`src/rtl/multicycle_ctrl_fsm_if.sv`:
```
// Bundle between the multi-cycle control sequencer and the datapath/memory.
// The sequencer takes the slave side; whatever drives the IR, the ALU flag
// and the memory port takes the master side.
interface multicycle_ctrl_fsm_if;
  logic [31:0] instruction;
  logic        zero;
  logic        mem_ready;
  logic        mem_req;
  logic        mem_we;
  logic        ir_write;
  logic        pc_write;
  logic        pc_src;
  logic        reg_write;
  logic        mem_to_reg;
  logic        alu_src_b;
  logic [3:0]  alu_ctl;
  logic [1:0]  imm_sel;
  logic        retired;
  logic        error;
  logic [3:0]  state_o;

  modport master (
    output instruction, zero, mem_ready,
    input  mem_req, mem_we, ir_write, pc_write, pc_src, reg_write, mem_to_reg,
           alu_src_b, alu_ctl, imm_sel, retired, error, state_o
  );

  modport slave (
    input  instruction, zero, mem_ready,
    output mem_req, mem_we, ir_write, pc_write, pc_src, reg_write, mem_to_reg,
           alu_src_b, alu_ctl, imm_sel, retired, error, state_o
  );
endinterface

```
`src/rtl/multicycle_ctrl_fsm.sv`:
```
// Control sequencer for the multi-cycle RV64 datapath. Steps fetch, decode,
// execute, memory and writeback for R/I-ALU, ld, sd and beq/bne, and guards
// every memory wait with a watchdog that parks the machine in ERROR.
module multicycle_ctrl_fsm #(
  parameter int TIMEOUT = 16,
  parameter int TO_W    = 5
) (
  input logic                 clk,
  input logic                 reset,
  multicycle_ctrl_fsm_if.slave bus
);

  typedef enum logic [3:0] {
    S_FETCH  = 4'd0,
    S_DECODE = 4'd1,
    S_EXEC   = 4'd2,
    S_ALU_WB = 4'd3,
    S_ADDR   = 4'd4,
    S_MEM_RD = 4'd5,
    S_MEM_WB = 4'd6,
    S_MEM_WR = 4'd7,
    S_BRANCH = 4'd8,
    S_ERROR  = 4'd15
  } state_t;

  localparam logic [6:0] OP_R   = 7'b0110011;
  localparam logic [6:0] OP_I   = 7'b0010011;
  localparam logic [6:0] OP_LD  = 7'b0000011;
  localparam logic [6:0] OP_SD  = 7'b0100011;
  localparam logic [6:0] OP_BR  = 7'b1100011;

  localparam logic [3:0] ALU_AND = 4'b0000;
  localparam logic [3:0] ALU_OR  = 4'b0001;
  localparam logic [3:0] ALU_ADD = 4'b0010;
  localparam logic [3:0] ALU_SUB = 4'b0110;

  state_t          state, next;
  logic [TO_W-1:0] wd;

  logic [6:0] opcode;
  logic [2:0] funct3;
  logic       is_r, is_store, mem_st, timeout;
  logic       unused_bits;

  assign opcode   = bus.instruction[6:0];
  assign funct3   = bus.instruction[14:12];
  assign is_r     = (opcode == OP_R);
  // Store and load opcodes differ only in bit 5; ADDR only sees those two.
  assign is_store = opcode[5];
  assign mem_st   = (state == S_FETCH) || (state == S_MEM_RD) || (state == S_MEM_WR);
  // Last permitted wait cycle; a ready on this same cycle still wins.
  assign timeout  = (wd == TO_W'(TIMEOUT - 1));
  assign unused_bits = ^{bus.instruction[31], bus.instruction[29:15], bus.instruction[11:7]};

  // State register and watchdog; any state change restarts the watchdog so
  // every memory state is entered with a zero count.
  always_ff @(posedge clk) begin
    if (reset) begin
      state <= S_FETCH;
      wd    <= '0;
    end else begin
      state <= next;
      if (next != state)
        wd <= '0;
      else if (mem_st && !bus.mem_ready)
        wd <= wd + 1'b1;
    end
  end

  // Next-state and Moore strobes; everything forced low while reset is held.
  always_comb begin
    next           = state;
    bus.mem_req    = 1'b0;
    bus.mem_we     = 1'b0;
    bus.ir_write   = 1'b0;
    bus.pc_write   = 1'b0;
    bus.pc_src     = 1'b0;
    bus.reg_write  = 1'b0;
    bus.mem_to_reg = 1'b0;
    bus.alu_src_b  = 1'b0;
    bus.alu_ctl    = ALU_AND;
    bus.imm_sel    = 2'b00;
    bus.retired    = 1'b0;
    bus.error      = 1'b0;
    bus.state_o    = state;

    case (state)
      S_FETCH: begin
        bus.mem_req = 1'b1;
        if (bus.mem_ready) begin
          bus.ir_write = 1'b1;
          next         = S_DECODE;
        end else if (timeout) begin
          next = S_ERROR;
        end
      end
      S_DECODE: begin
        case (opcode)
          OP_R, OP_I:   next = S_EXEC;
          OP_LD, OP_SD: next = S_ADDR;
          OP_BR:        next = S_BRANCH;
          default:      next = S_ERROR;
        endcase
      end
      S_EXEC: begin
        bus.alu_src_b = !is_r;
        next          = S_ALU_WB;
        case (funct3)
          3'b000:  bus.alu_ctl = (is_r && bus.instruction[30]) ? ALU_SUB : ALU_ADD;
          3'b111:  bus.alu_ctl = ALU_AND;
          3'b110:  bus.alu_ctl = ALU_OR;
          default: next = S_ERROR;
        endcase
      end
      S_ALU_WB: begin
        bus.reg_write = 1'b1;
        bus.pc_write  = 1'b1;
        bus.retired   = 1'b1;
        next          = S_FETCH;
      end
      S_ADDR: begin
        bus.alu_ctl   = ALU_ADD;
        bus.alu_src_b = 1'b1;
        bus.imm_sel   = is_store ? 2'b01 : 2'b00;
        if (funct3 != 3'b011) next = S_ERROR;
        else                  next = is_store ? S_MEM_WR : S_MEM_RD;
      end
      S_MEM_RD: begin
        bus.mem_req = 1'b1;
        if (bus.mem_ready) next = S_MEM_WB;
        else if (timeout)  next = S_ERROR;
      end
      S_MEM_WB: begin
        bus.reg_write  = 1'b1;
        bus.mem_to_reg = 1'b1;
        bus.pc_write   = 1'b1;
        bus.retired    = 1'b1;
        next           = S_FETCH;
      end
      S_MEM_WR: begin
        bus.mem_req = 1'b1;
        bus.mem_we  = 1'b1;
        if (bus.mem_ready) begin
          bus.pc_write = 1'b1;
          bus.retired  = 1'b1;
          next         = S_FETCH;
        end else if (timeout) begin
          next = S_ERROR;
        end
      end
      S_BRANCH: begin
        bus.alu_ctl = ALU_SUB;
        bus.imm_sel = 2'b10;
        if (funct3 == 3'b000 || funct3 == 3'b001) begin
          bus.pc_write = 1'b1;
          bus.retired  = 1'b1;
          bus.pc_src   = funct3[0] ? !bus.zero : bus.zero;
          next         = S_FETCH;
        end else begin
          next = S_ERROR;
        end
      end
      S_ERROR: bus.error = 1'b1;
      default: next = S_ERROR;
    endcase

    if (reset) begin
      bus.mem_req    = 1'b0;
      bus.mem_we     = 1'b0;
      bus.ir_write   = 1'b0;
      bus.pc_write   = 1'b0;
      bus.pc_src     = 1'b0;
      bus.reg_write  = 1'b0;
      bus.mem_to_reg = 1'b0;
      bus.alu_src_b  = 1'b0;
      bus.alu_ctl    = 4'b0000;
      bus.imm_sel    = 2'b00;
      bus.retired    = 1'b0;
      bus.error      = 1'b0;
      bus.state_o    = 4'd0;
    end
  end

endmodule

```
`src/flat_wrapper.sv`:
```
// flat-port wrapper written by rule: the top's interface ports become plain ports
module multicycle_ctrl_fsm_flat 
#(
  parameter int TIMEOUT = 16,
  parameter int TO_W    = 5
)
  (clk, reset, bus_instruction, bus_zero, bus_mem_ready, bus_mem_req, bus_mem_we, bus_ir_write, bus_pc_write, bus_pc_src, bus_reg_write, bus_mem_to_reg, bus_alu_src_b, bus_alu_ctl, bus_imm_sel, bus_retired, bus_error, bus_state_o);
  multicycle_ctrl_fsm_if bus_i ();
  input logic clk;
  input logic reset;
  input wire logic [$bits(bus_i.instruction)-1:0] bus_instruction;
  input wire logic [$bits(bus_i.zero)-1:0] bus_zero;
  input wire logic [$bits(bus_i.mem_ready)-1:0] bus_mem_ready;
  output wire logic [$bits(bus_i.mem_req)-1:0] bus_mem_req;
  output wire logic [$bits(bus_i.mem_we)-1:0] bus_mem_we;
  output wire logic [$bits(bus_i.ir_write)-1:0] bus_ir_write;
  output wire logic [$bits(bus_i.pc_write)-1:0] bus_pc_write;
  output wire logic [$bits(bus_i.pc_src)-1:0] bus_pc_src;
  output wire logic [$bits(bus_i.reg_write)-1:0] bus_reg_write;
  output wire logic [$bits(bus_i.mem_to_reg)-1:0] bus_mem_to_reg;
  output wire logic [$bits(bus_i.alu_src_b)-1:0] bus_alu_src_b;
  output wire logic [$bits(bus_i.alu_ctl)-1:0] bus_alu_ctl;
  output wire logic [$bits(bus_i.imm_sel)-1:0] bus_imm_sel;
  output wire logic [$bits(bus_i.retired)-1:0] bus_retired;
  output wire logic [$bits(bus_i.error)-1:0] bus_error;
  output wire logic [$bits(bus_i.state_o)-1:0] bus_state_o;
  assign bus_i.instruction = bus_instruction;
  assign bus_i.zero = bus_zero;
  assign bus_i.mem_ready = bus_mem_ready;
  assign bus_mem_req = bus_i.mem_req;
  assign bus_mem_we = bus_i.mem_we;
  assign bus_ir_write = bus_i.ir_write;
  assign bus_pc_write = bus_i.pc_write;
  assign bus_pc_src = bus_i.pc_src;
  assign bus_reg_write = bus_i.reg_write;
  assign bus_mem_to_reg = bus_i.mem_to_reg;
  assign bus_alu_src_b = bus_i.alu_src_b;
  assign bus_alu_ctl = bus_i.alu_ctl;
  assign bus_imm_sel = bus_i.imm_sel;
  assign bus_retired = bus_i.retired;
  assign bus_error = bus_i.error;
  assign bus_state_o = bus_i.state_o;
  multicycle_ctrl_fsm #(.TIMEOUT(TIMEOUT), .TO_W(TO_W)) u_core (.clk(clk), .reset(reset), .bus(bus_i));
endmodule
```
`config.mk`:
```
export PLATFORM = sky130hd
export DESIGN_NAME = multicycle_ctrl_fsm_flat
export DESIGN_NICKNAME = d
export VERILOG_FILES = /design/src/rtl/multicycle_ctrl_fsm_if.sv /design/src/rtl/multicycle_ctrl_fsm.sv /design/src/flat_wrapper.sv
export SDC_FILE = /design/constraint.sdc
export NUM_CORES = 1
export LEC_CHECK = 0
export CORE_MARGIN = 5
export CORE_UTILIZATION = 34
export DETAILED_ROUTE_END_ITERATION = 16
export PLACE_DENSITY_LB_ADDON = 0.08
export SLEW_MARGIN = 10
export SYNTH_ARGS = -nofsm -noshare
export SYNTH_HDL_FRONTEND = slang
export SYNTH_SLANG_ARGS = --single-unit
```
`constraint.sdc`:
```
create_clock -name clk -period 2 [get_ports clk]
set_clock_uncertainty 0.05 [all_clocks]
set_input_delay 0.6 -clock clk [delete_from_list [all_inputs] [get_ports clk]]
set_output_delay 0.6 -clock clk [all_outputs]
set_load 0.005 [all_outputs]
```
After elaboration in Yosys (flattened, before gate mapping)
Index checks and enable logic that the tools add are counted.
W data, S select, Z words.
Storage, ports and cells
  word-level logic and storage cells: 79
  output and inout bits: 20
  flip-flop bits (word level): 9
  input port bits: 36
Operators by class
  multiplexer cells: 40
  add/sub/neg operators: 1
  reductions and logical operators: 16
  eq/ne operators: 20
Operators with widths (count)
  $mux W4: 9
  $pmux W4 S9: 1
  $pmux W4 S3: 2
  $mux W1: 21
  $eq A4 B3 Y1 const B: 4
  $eq A7 B6 Y1 const B: 2
  $eq A4 B2 Y1 const B: 2
  $eq A4 B4 Y1 const B: 2
  $pmux W4 S2: 1
  $reduce_or A2 Y1: 4
  $eq A7 B2 Y1 const B: 1
  $eq A7 B5 Y1 const B: 1
  $eq A7 B7 Y1 const B: 1
  $eq A3 B3 Y1 const B: 2
  $reduce_or A3 Y1: 2
  $add A5 B1 Y5 const B: 1
  $eq A5 B4 Y1 const B: 1
  $eq A4 B1 Y1 const B: 1
  $logic_not A4 Y1: 1
  $mux W2: 2
  $ne A4 B4 Y1: 1
  $pmux W2 S2: 1
  $eq A3 B1 Y1 const B: 1
  $logic_not A1 Y1: 3
  other kinds (7): 10

Longest topological paths before layout
Gate-level depths: netlist of run 1.
  word-level depth: 6
  mapped depth: 9
  depth with buffers taken out: 9

Worst setup path before layout of run 1
No wires, ideal clock.
  path type: input-to-output
  start: in bus_mem_ready
  end: out bus_retired
  buffers on the path: 2
  cell stages on the path: 6
  arrival time: 1458 ps
  path slack: -108 ps
  required time: 1350 ps
  cells stage by stage: buf_2 nand2b_1 a21oi_1 o31a_1 nor2_1 buf_4
Between the ends
  longest elaborated chain between the ends: 3
Ends and longest elaborated chain
  from (decl): RTL line flat_wrapper.sv:13  | input wire logic [$bits(bus_i.mem_ready)-1:0] bus_mem_ready;
  $mux W1
  $pmux W1 S3
  $mux W1
  to (decl): RTL line flat_wrapper.sv:24  | output wire logic [$bits(bus_i.retired)-1:0] bus_retired;
No other way between the ends.

Worst setup path after layout of run 1
  start: reg u_core.state[0]
  end: out bus_alu_ctl[2]
Between the ends
  longest elaborated chain between the ends: 3
  elaborated cells between the ends (all ways): 5
  classes of those cells: 3 x eq/ne; 2 x mux
Ends and longest elaborated chain
  from (decl): RTL line multicycle_ctrl_fsm.sv:37  | state_t state, next;
  from (signal assigned): RTL line multicycle_ctrl_fsm.sv:62  | state <= next;
  $eq A4 B4 Y1 (tied with other cells): RTL line multicycle_ctrl_fsm.sv:87  | case (state)
  $pmux W4 S3 *: RTL line multicycle_ctrl_fsm.sv:87
  $mux W4 *: RTL line multicycle_ctrl_fsm.sv:167  | if (reset) begin
  to (decl): RTL line flat_wrapper.sv:22  | output wire logic [$bits(bus_i.alu_ctl)-1:0] bus_alu_ctl;
Every way passes the cells marked *; elsewhere a longest branch is shown, timed or not.

==> results by group, run 1 <==
Clock tree
  – Worst skew pair latency: 0.26 ns
  – Clk slew on worst S/H paths: 0.06 ns
  – Root Buffer Master: clkbuf_4
  – Clock Sinks: 9
  – H-tree depth: 1
  – Clock Path Buffers: 2
  – CTS tree: done
  – Cts bufs inserted: 3

Synth
  – Post-Syn Instances: 134
  – Mapped Area: 975.9 sq um
  – Number of enable flip-flop cells after synthesis: 0
  – Asr flop ratio synth: 0
  – Yosys cell types: 50
  – Top-count cell post-synth: nor2_1
  – Top_reg_cell synth: dfxtp_1
  – Yosys top cell area share: 0.1846
  – Syn nets: 172
  – FF+latch count, synth: 9
  – Yosys warns: 0
  – Synth top area cells: dfxtp_1 18%, nor2_1 7.3%, nand2_1 4.6%
  – Mapped Avg Cell Area: 7.283 sq um
  – Register area share after synthesis: 0.1846
  – Leading area contributor after synthesis: dfxtp_1
  – Post-synth top cells: 19 x nor2_1, 12 x nand2_1, 9 x dfxtp_1

Place
  – IO Port Bufs: 33
  – HPWL Detailed: 2621 um
  – Setup slack at placement: -0.9746 ns
  – GP Congestion: 0.8885
  – Placed inst area: 1662 sq um

Die
  – Die area: 4042 sq um
  – Core footprint: 2758 sq um
  – Die Wd: 63.58 um
  – Initial Util: 0.3539
  – Die Y: 63.58 um
  – Top Ports: 56
  – Row count: 19

Critical path
  – FF-to-FF Start: u_core.wd[0]
  – Worst Setup End Kind: primary output
  – Critical path fanouts, max: 6
  – Setup crit start kind: register
  – Required time of the critical path: 1.35 ns
  – Setup CP Type: reg2out
  – CP bufs+invs: 1
  – Crit path cell chain: nand3b_1, or3_4, o21ai_1, buf_2
  – Crit path DAT: 1.52 ns
  – CP max stage delay: 0.41 ns
  – Critical Path Slowest Stage Cell: or3_4
  – Crit path max-delay family: simple AND/OR/NAND/NOR gates
  – Critical path origin: u_core.state[0]

Flow run
  – Max-Cap Viols: 0

Final layout
  – # nets final: 269
  – Filler cells: 190
  – Final instance area: 2054 sq um
  – Area delta synth->final: 110.5%
  – Fin util: 0.7450
  – Antenna diodes: 0
  – Share of cells above drive strength 1: 0.6522

Run status
  – Run status: complete, but fails checks
  – Failing checks: negative setup slack

STA
  – RSZ-0062 raised after global routing: true
  – F_max: 460.1 MHz
  – Max Slew Vio Count: 0
  – Hold WS: 0.5351 ns
  – Hold Vio Cnt, Final: 0
  – Final WS setup: -0.1734 ns
  – Tcrit/Tclk final: 1.087
  – Setup violators final: 13
  – Setup TNS: -1.105 ns
  – Min Clock Period, post-route: 2.173 ns

Route
  – Drt wl/cell: 14.54 um
  – Routed vias: 1368
  – Iter 0 DRT Violations: 20
  – Router iterations before antenna repair: 4
  – Met3 WL: 153 um
  – Routed vias/inst: 5.241
  – Wl on met1: 1500 um
  – # DRC: 0
  – WL final: 3794 um
  – Antenna viol nets, final: 0
  – Met2 WL: 2028 um
  – Top Metal Used: met4

Power and ir drop
  – Maximum vdd drop: 1277 uV
  – Lkg Pwr: 0.9103 nW
  – Power per cell area: 1170 nW/um^2

Worst hold path
  – Worst Hold Class: reg2reg
  – Critical hold path startpoint: u_core.wd[3]

Global route
  – First-pass GRT wire length: 5968 um
  – Largest net degree at the start of global routing: 9
  – GRT overflow: 0
  – Vias in the first global route: 1338
  – GRT Util Overall: 0.1779
  – Initial antenna violation count: 0
==> through the flow <==
stage,power [W],cells
6_report,0.002404,261
5_1_grt,0.002578,261
4_1_cts,0.001976,254
3_5_place_dp,0.001604,239
3_3_place_gp,0.001582,239
2_1_floorplan,0.0009762,134
==> worst paths after layout <==
path	endpoint	slack, ns	cells past startpoint
max	bus_alu_ctl[2]	-0.17	4
min	u_core.wd[3]	0.54	3
max reg2reg	u_core.wd[4]	-0.09	8
min reg2reg	u_core.wd[3]	0.54	3
==> placed cells by master (no fill, tap or decap), drive strengths merged, types with 2 or more instances in the layout <==
| master | n |
|---|---|
| nor4 | 7 |
| clkbuf | 6 |
| xor2 | 3 |
| xnor2 | 2 |
| and3 | 2 |
| or2 | 2 |
| o21ai | 6 |
| ha | 2 |
| nor3 | 6 |
| o211ai | 2 |
| a211oi | 2 |
| dfxtp | 9 |
| nand3b | 3 |
| nand2 | 12 |
| dlygate4sd2 | 8 |
| inv | 5 |
| nor2 | 20 |
| buf | 87 |
| o22ai | 3 |
| nand3 | 5 |
| a21oi | 7 |
| nand2b | 5 |
| nor2b | 7 |
| clkdlybuf4s50 | 2 |
==> timing repair <==
action	CTS	global route
endpoints found under the hold margin	0	0
buffers inserted	11	10
endpoints found under the setup margin	24	20
resized for setup	133	40
hold buffers	0	0
pin swaps	29	32
cloned	0	0
==> logic make-up (layout without fill, tap and decap cells) <==
family | Yosys count | after routing | share of synthesized area
other | 1 | 1 | 0.003842
flip-flops | 9 | 9 | 0.1846
adder cells (fa/ha/maj) | 2 | 2 | 0.02564
AO/OA/AOI/OAI | 27 | 27 | 0.2167
XOR/XNOR | 5 | 5 | 0.04488
AND/OR/NAND/NOR | 75 | 75 | 0.4257
multiplexers | 2 | 2 | 0.02179
buffers and inverters | 13 | 109 | 0.07691
==> report_power, final <==
| group | switching [W] | total [W] | internal, W | leakage (nW) |
|---|---|---|---|---|
| Clock | 0.0000687 | 0.000146 | 0.0000772 | 0.0150 |
| Combinational | 0.000927 | 0.00196 | 0.00103 | 0.818 |
| Sequential | 0.0000646 | 0.000300 | 0.000236 | 0.0770 |
==> registers in the layout (all words and copies together), names as in the netlist <==
name / count
u_core.state: 4
u_core.wd: 5
==> worst min-delay path: stages (launching register included) <==
cell and delay, ns:
dfxtp_1 0.35, xor2_1 0.07, nand2_1 0.07, nor4_2 0.05
==> cell type report <==
class | count | area, sq um | share of cell area
repair buffers | 100 | 787.0 | 0.3831
multi-input cells | 112 | 983.4 | 0.4787
flip-flops and latches | 9 | 197.7 | 0.09622
well taps | 31 | 38.79 | 0.01888
clock buffers | 4 | 26.28 | 0.01279
inverters | 5 | 21.27 | 0.01035
==> routing by layer <==
layer,up-vias,track usage
met5,-,0
met2,36,0.3312
li1,671,-
met1,649,0.2030
met3,12,0.02842
met4,0,0.05455
(Power assumes the default switching activity.)
==> run 2: changes to the inputs <==
--- a/config.mk
+++ b/config.mk
@@ -5,8 +5,10 @@
 export SDC_FILE = /design/constraint.sdc
 export NUM_CORES = 1
 export LEC_CHECK = 0
+export CELL_PAD_IN_SITES_DETAIL_PLACEMENT = 1
+export CELL_PAD_IN_SITES_GLOBAL_PLACEMENT = 2
 export CORE_MARGIN = 5
-export CORE_UTILIZATION = 34
+export CORE_UTILIZATION = 17
 export DETAILED_ROUTE_END_ITERATION = 16
 export PLACE_DENSITY_LB_ADDON = 0.08
 export SLEW_MARGIN = 10
==> run 2 against run 1 <==
Effect of this change: highest routed layer unchanged; the flow still finishes with violations (negative setup slack); core utilization is 32 points lower; flip-flop and latch count is the same; worst setup slack worse by 0.068 ns.
==> results by group, run 2 (synthesis gave the netlist of run 1 again) <==
Global route
  – GRT overflow: 0 (unchanged)
  – GR Util met3: 0.01729 (-0.01113)
  – First-pass GRT wire length: 7679 um (+29%)
  – Met1 Use GR: 0.1493 (-0.05366)
  – GRT Util Overall: 0.1297 (-0.04820)
  – Vias in the first global route: 1567 (+17%)
  – Initial antenna violation count: 0 (unchanged)
  – Largest net degree at the start of global routing: 11 (+2)
  – M2 GR Usage: 0.2458 (-0.08546)
  – GR peak layer: met2

Run status
  – Failing checks: negative setup slack
  – Run status: complete, but fails checks

Place
  – HPWL Detailed: 3236 um (+23%)
  – Placed cell count: 278 (+16%)
  – IO Port Bufs: 33 (unchanged)
  – Setup slack at placement: -1.025 ns (-0.05054 ns)
  – GP Congestion: 0.7957 (-10%)

Power and ir drop
  – Gate power share: 0.830 (+0.016)
  – Maximum vdd drop: 400.1 uV (-69%)
  – Sequential power share: 0.095 (-0.030)
  – NetSw: 0.001245 W (+17%)
  – Internal: 0.001641 W (+22%)
  – Sw Ratio: 0.4314 (-0.009769)
  – Lkg Pwr: 1.034 nW (+14%)
  – Clk network pwr share: 0.075 (+0.014)
  – Power per cell area: 1223 nW/um^2 (+4.5%)

Critical path
  – Critical path origin: bus_instruction[13]
  – R2R depth: 9 (+1)
  – Setup CP Type: in2out
  – Required time of the critical path: 1.35 ns (about the same)
  – Setup crit start kind: input pin
  – Crit path to: bus_alu_ctl[1]
  – Crit path DAT: 1.59 ns (+0.07 ns)
  – Worst reg2reg path endpoint: u_core.wd[3]
  – Worst Setup End Kind: primary output
  – Reg2reg setup slack: -0.08 ns (about the same)
  – Critical path fanouts, max: 2 (-4)
  – FF-to-FF Start: u_core.wd[0]

STA
  – Min Clock Period, post-route: 2.242 ns (+0.06841 ns)
  – Setup violators final: 18 (+5)
  – Hold Vio Cnt, Final: 0 (unchanged)
  – F_max: 446.1 MHz (-3.1%)
  – Final WS setup: -0.2418 ns (-0.06841 ns)
  – Setup TNS: -1.740 ns (-0.6349 ns)
  – Max Slew Vio Count: 0 (unchanged)
  – RSZ-0062 raised after global routing: true
  – Tcrit/Tclk final: 1.121 (+0.03420)

Clock tree
  – Worst skew pair latency: 0.24 ns (-0.02 ns)
  – Hold buffer count at CTS: 0 (unchanged)
  – Root Buffer Master: clkbuf_8
  – CTS tree: done
  – H-tree depth: 1 (unchanged)
  – Cts bufs inserted: 3 (unchanged)
  – Clk slew on worst S/H paths: 0.04 ns (-0.02 ns)
  – Clock Sinks: 9 (unchanged)
  – Clock Path Buffers: 2 (unchanged)

Final layout
  – Multi-input logic area: 1086 sq um (+10%)
  – Most frequent cells in the layout: 59 x buf_4, 24 x buf_6, 18 x buf_2, 10 x nand2_1, 10 x nor2_1
  – Fin util: 0.4259 (-0.3191)
  – Register area: 192.7 sq um (-2.5%)
  – Max reg flops: 5 (unchanged)
  – Most flops, register: u_core.wd
  – Final Non-Filler Cells: 315 (+21%)
  – Antenna diodes: 0 (unchanged)
  – Most common cell after layout, fill and taps aside: buf_4
  – # nets final: 282 (+4.8%)
  – Filler cells: 675 (+260%)
  – Share of cells above drive strength 1: 0.7119 (+0.05976)
  – Largest regs: u_core.wd (5), u_core.state (4)
  – Area delta synth->final: 141.8%

Route
  – Routed vias: 1427 (+4.3%)
  – Drt wl/cell: 15.27 um (+5.0%)
  – Routed vias/inst: 4.530 (-14%)
  – Iter 0 DRT Violations: 56 (+180%)
  – Antenna viol nets, final: 0 (unchanged)
  – WL final: 4810 um (+27%)
  – # DRC: 0 (unchanged)
  – Router iterations before antenna repair: 3 (-1)

Die
  – Die Y: 85.77 um (+35%)
  – Die area: 7356 sq um (+82%)
  – Row count: 27 (+8)
  – Core footprint: 5540 sq um (+100%)
  – Top Ports: 56 (unchanged)
  – Die Wd: 85.77 um (+35%)
  – Initial Util: 0.1762 (-0.1778)

Flow run
  – Max-Cap Viols: 0 (unchanged)

Worst hold path
  – Critical hold path startpoint: u_core.wd[4]
  – Hold-critical path depth: 2 (-1)
  – Worst Hold Class: reg2reg
## run 2: cell types whose count changed in the layout (fill, tap and decap cells not counted), sizes merged
cell,change
buf,+15
dlygate4sd2,-3
clkbuf,-1
clkdlybuf4s15,+2
## run 2: worst max-delay path, cell delays in order
cell	delay, ns
buf_6	0.09
or2_4	0.24
or3_4	0.38
a21oi_2	0.15
buf_2	0.13
## run 2: worst min-delay path by stage
stage	slack [ns]	to
global route	0.61	u_core.wd[4]
floorplan	0.45	u_core.wd[3]
CTS	0.54	u_core.wd[4]
detailed placement	0.50	u_core.wd[3]
global placement	0.48	u_core.wd[3]
finish	0.56	u_core.wd[4]
## run 2: timing repair
item	CTS	global route
buffers inserted	27	11
resized for setup	174	28
endpoints found under the hold margin	0	0
setup endpoints to repair	24	22
pin swaps	44	17
## run 2: area by class of cell
| type | count | share of cell area |
|---|---|---|
| flip-flops and latches | 9 | 0.08165 |
| clock buffers | 4 | 0.01909 |
| inverters | 5 | 0.01007 |
| multi-input cells | 112 | 0.4602 |
| repair buffers | 113 | 0.3908 |
| well taps | 72 | 0.03818 |
## run 2: power groups by stage
stage	Clock [W]	Sequential, W	Combinational [W]
2_1_floorplan	0	0.000255	0.000721
3_3_place_gp	0	0.000247	0.00138
3_5_place_dp	0	0.000248	0.00139
4_1_cts	0.000212	0.000262	0.00213
5_1_grt	0.000231	0.000280	0.00259
6_report	0.000216	0.000274	0.00240
## run 2: layer usage
metal | vias to the layer above | routed length [um]
met5 | - | 0
li1 | 693 | -
met3 | 12 | 156
met1 | 684 | 2030
met2 | 38 | 2511
met4 | 0 | 112
## run 2: metrics by stage
step                power [W]  cell area [sq um]  hold slack (ns)
CTS                  0.002601               2190           0.5402
detailed placement   0.001638               1710           0.5044
finish               0.002885               2360           0.5623
global route         0.003097               2360           0.6135
global placement     0.001624               1710           0.4824
floorplan           0.0009762              983.4           0.4513
==> run 3: changes to the inputs <==
--- a/config.mk
+++ b/config.mk
@@ -11,6 +11,7 @@
 export CORE_UTILIZATION = 17
 export DETAILED_ROUTE_END_ITERATION = 16
 export PLACE_DENSITY_LB_ADDON = 0.08
+export RECOVER_POWER = 100
 export SLEW_MARGIN = 10
 export SYNTH_ARGS = -nofsm -noshare
 export SYNTH_HDL_FRONTEND = slang
==> run 3 against run 2 <==
Effect of this change: largest power group unchanged; via count is the same; first-iteration DRC count grew 1.8%; the flow still finishes with violations (negative setup slack); wire length is 0.12% higher; largest cell class unchanged.
==> results by group, run 3 (synthesis gave the netlist of run 1 again) <==
Final layout
  – Fin util: 0.4250 (-0.0009030)
  – Register area: 192.7 sq um (unchanged)
  – Most common cell after layout, fill and taps aside: buf_4
  – Final Non-Filler Cells: 315 (unchanged)
  – Most flops, register: u_core.wd
  – Largest regs: u_core.wd (5), u_core.state (4)
  – Share of cells above drive strength 1: 0.7119 (unchanged)
  – # nets final: 282 (unchanged)
  – Filler cells: 676 (+0.15%)
  – Multi-input logic area: 1081 sq um (-0.46%)
  – Area delta synth->final: 141.3%
  – Max reg flops: 5 (unchanged)
  – Most frequent cells in the layout: 59 x buf_4, 24 x buf_6, 18 x buf_2, 10 x nand2_1, 10 x nor2_1
  – Antenna diodes: 0 (unchanged)

Critical path
  – CP bufs+invs: 2 (unchanged)
  – Required time of the critical path: 1.35 ns (about the same)
  – R2R depth: 9 (unchanged)
  – Crit path max-delay family: simple AND/OR/NAND/NOR gates
  – Worst Setup End Kind: primary output
  – FF-to-FF Start: u_core.wd[0]
  – CP max stage delay: 0.38 ns (about the same)
  – Worst reg2reg path endpoint: u_core.wd[3]
  – Crit path DAT: 1.59 ns (about the same)
  – Critical path fanouts, max: 2 (unchanged)
  – Setup CP Type: in2out
  – Critical Path Slowest Stage Cell: or3_4
  – Crit path cell chain: buf_6, or2_4, or3_4, a21oi_2, buf_2
  – Setup crit start kind: input pin
  – Reg2reg setup slack: -0.08 ns (about the same)

Route
  – Drt wl/cell: 15.29 um (+0.12%)
  – Routed vias/inst: 4.530 (unchanged)
  – Routed vias: 1427 (unchanged)
  – # DRC: 0 (unchanged)
  – Iter 0 DRT Violations: 57 (+1.8%)
  – Router iterations before antenna repair: 4 (+1)
  – WL final: 4816 um (+0.12%)
  – Antenna viol nets, final: 0 (unchanged)

Power and ir drop
  – Gate power share: 0.830 (about the same)
  – NetSw: 0.001243 W (-0.14%)
  – Sw Ratio: 0.4314 (about the same)
  – Power per cell area: 1224 nW/um^2 (about the same)
  – Clk network pwr share: 0.075 (about the same)
  – Internal: 0.001638 W (-0.14%)
  – Maximum vdd drop: 399.5 uV (-0.15%)
  – Sequential power share: 0.095 (about the same)
  – Lkg Pwr: 1.033 nW (about the same)

Clock tree
  – Clock Sinks: 9 (unchanged)
  – Worst skew pair latency: 0.24 ns (about the same)
  – Clock Path Buffers: 2 (unchanged)
  – H-tree depth: 1 (unchanged)
  – CTS tree: done
  – Clk slew on worst S/H paths: 0.04 ns (about the same)
  – Cts bufs inserted: 3 (unchanged)
  – Hold buffer count at CTS: 0 (unchanged)
  – Root Buffer Master: clkbuf_8

STA
  – Setup violators final: 18 (unchanged)
  – RSZ-0062 raised after global routing: true
  – F_max: 446.1 MHz (unchanged)
  – Final WS setup: -0.2418 ns (unchanged)
  – Hold Vio Cnt, Final: 0 (unchanged)
  – Hold WS: 0.5624 ns (+0.00005900 ns)
  – Min Clock Period, post-route: 2.242 ns (unchanged)
  – Max Slew Vio Count: 0 (unchanged)
  – Tcrit/Tclk final: 1.121 (unchanged)

Global route
  – GRT overflow: 0 (unchanged)
  – Largest net degree at the start of global routing: 11 (unchanged)
  – Vias in the first global route: 1567 (unchanged)
  – Initial antenna violation count: 0 (unchanged)
  – First-pass GRT wire length: 7679 um (unchanged)
  – GRT Util Overall: 0.1297 (unchanged)

Place
  – GP Congestion: 0.7957 (unchanged)
  – IO Port Bufs: 33 (unchanged)
  – Placed cell count: 278 (unchanged)
  – Setup slack at placement: -1.025 ns (unchanged)
  – HPWL Detailed: 3236 um (unchanged)

Run status
  – Run status: complete, but fails checks
  – Failing checks: negative setup slack

Worst hold path
  – Critical hold path startpoint: u_core.wd[4]
  – Hold Path Sink: u_core.wd[4]
  – Worst Hold Class: reg2reg
  – Hold-critical path depth: 2 (unchanged)

Die
  – Core footprint: 5540 sq um (unchanged)
  – Die Y: 85.77 um (unchanged)
  – Initial Util: 0.1762 (unchanged)
  – Row count: 27 (unchanged)
  – Die area: 7356 sq um (unchanged)
  – Top Ports: 56 (unchanged)
  – Die Wd: 85.77 um (unchanged)

Flow run
  – Max-Cap Viols: 0 (unchanged)
==> run 3: cell counts in the layout (fill, tap and decap cells not counted) <==
Identical to the previous run, type by type.
==> run 3: layout make-up <==
type | instances | area share
timing repair buffer | 113 | 0.3916
inverter | 5 | 0.01010
tap | 72 | 0.03826
clock buffer | 4 | 0.01913
multi-input combinational | 112 | 0.4591
sequential | 9 | 0.08183
==> run 3: worst max path at each step <==
stage          slack [ns]              to  depth (start not counted)                 from
2_1_floorplan       -0.06     bus_retired                          6        bus_mem_ready
3_3_place_gp        -0.95  bus_alu_ctl[1]                          5  bus_instruction[13]
3_5_place_dp        -1.03  bus_alu_ctl[1]                          5  bus_instruction[13]
4_1_cts             -0.24  bus_alu_ctl[1]                          5  bus_instruction[14]
5_1_grt             -0.29  bus_alu_ctl[1]                          7      u_core.state[2]
6_report            -0.24  bus_alu_ctl[1]                          5  bus_instruction[13]
==> run 3: worst min-delay path, delay by kind of cell, from the launching register on <==
kind,cells,cell delay (ns)
compound gates,1,0.20
flops,1,0.31
simple gates,1,0.05
==> run 3: metrics by stage <==
step	area, sq um	TNS (ns)	power, W
2_1_floorplan	983.4	-0.09293	0.0009762
3_3_place_gp	1710	-17.30	0.001624
3_5_place_dp	1710	-17.58	0.001638
4_1_cts	2190	-1.275	0.002601
5_1_grt	2355	-3.476	0.003092
6_report	2355	-1.755	0.002881
==> run 3: power groups by stage <==
| stage | logic [W] | registers, W | clock network (W) |
|---|---|---|---|
| detailed placement | 0.00139 | 0.000248 | 0 |
| global placement | 0.00138 | 0.000247 | 0 |
| global route | 0.00258 | 0.000280 | 0.000231 |
| floorplan | 0.000721 | 0.000255 | 0 |
| finish | 0.00239 | 0.000274 | 0.000216 |
| CTS | 0.00213 | 0.000262 | 0.000212 |
==> run 3: what timing repair did <==
| item | in CTS | in global routing |
|---|---|---|
| setup buffers | 27 | 11 |
| gates resized for setup | 174 | 28 |
| pin swaps | 44 | 17 |
| endpoints found under the setup margin | 24 | 22 |
==> run 3: routing by layer <==
metal	vias to the layer above	GRT usage	wire length, um
li1	692	-	-
met1	685	0.1493	2032
met2	38	0.2458	2515
met3	12	0.01729	156
met4	0	0.03885	112
met5	-	0	0
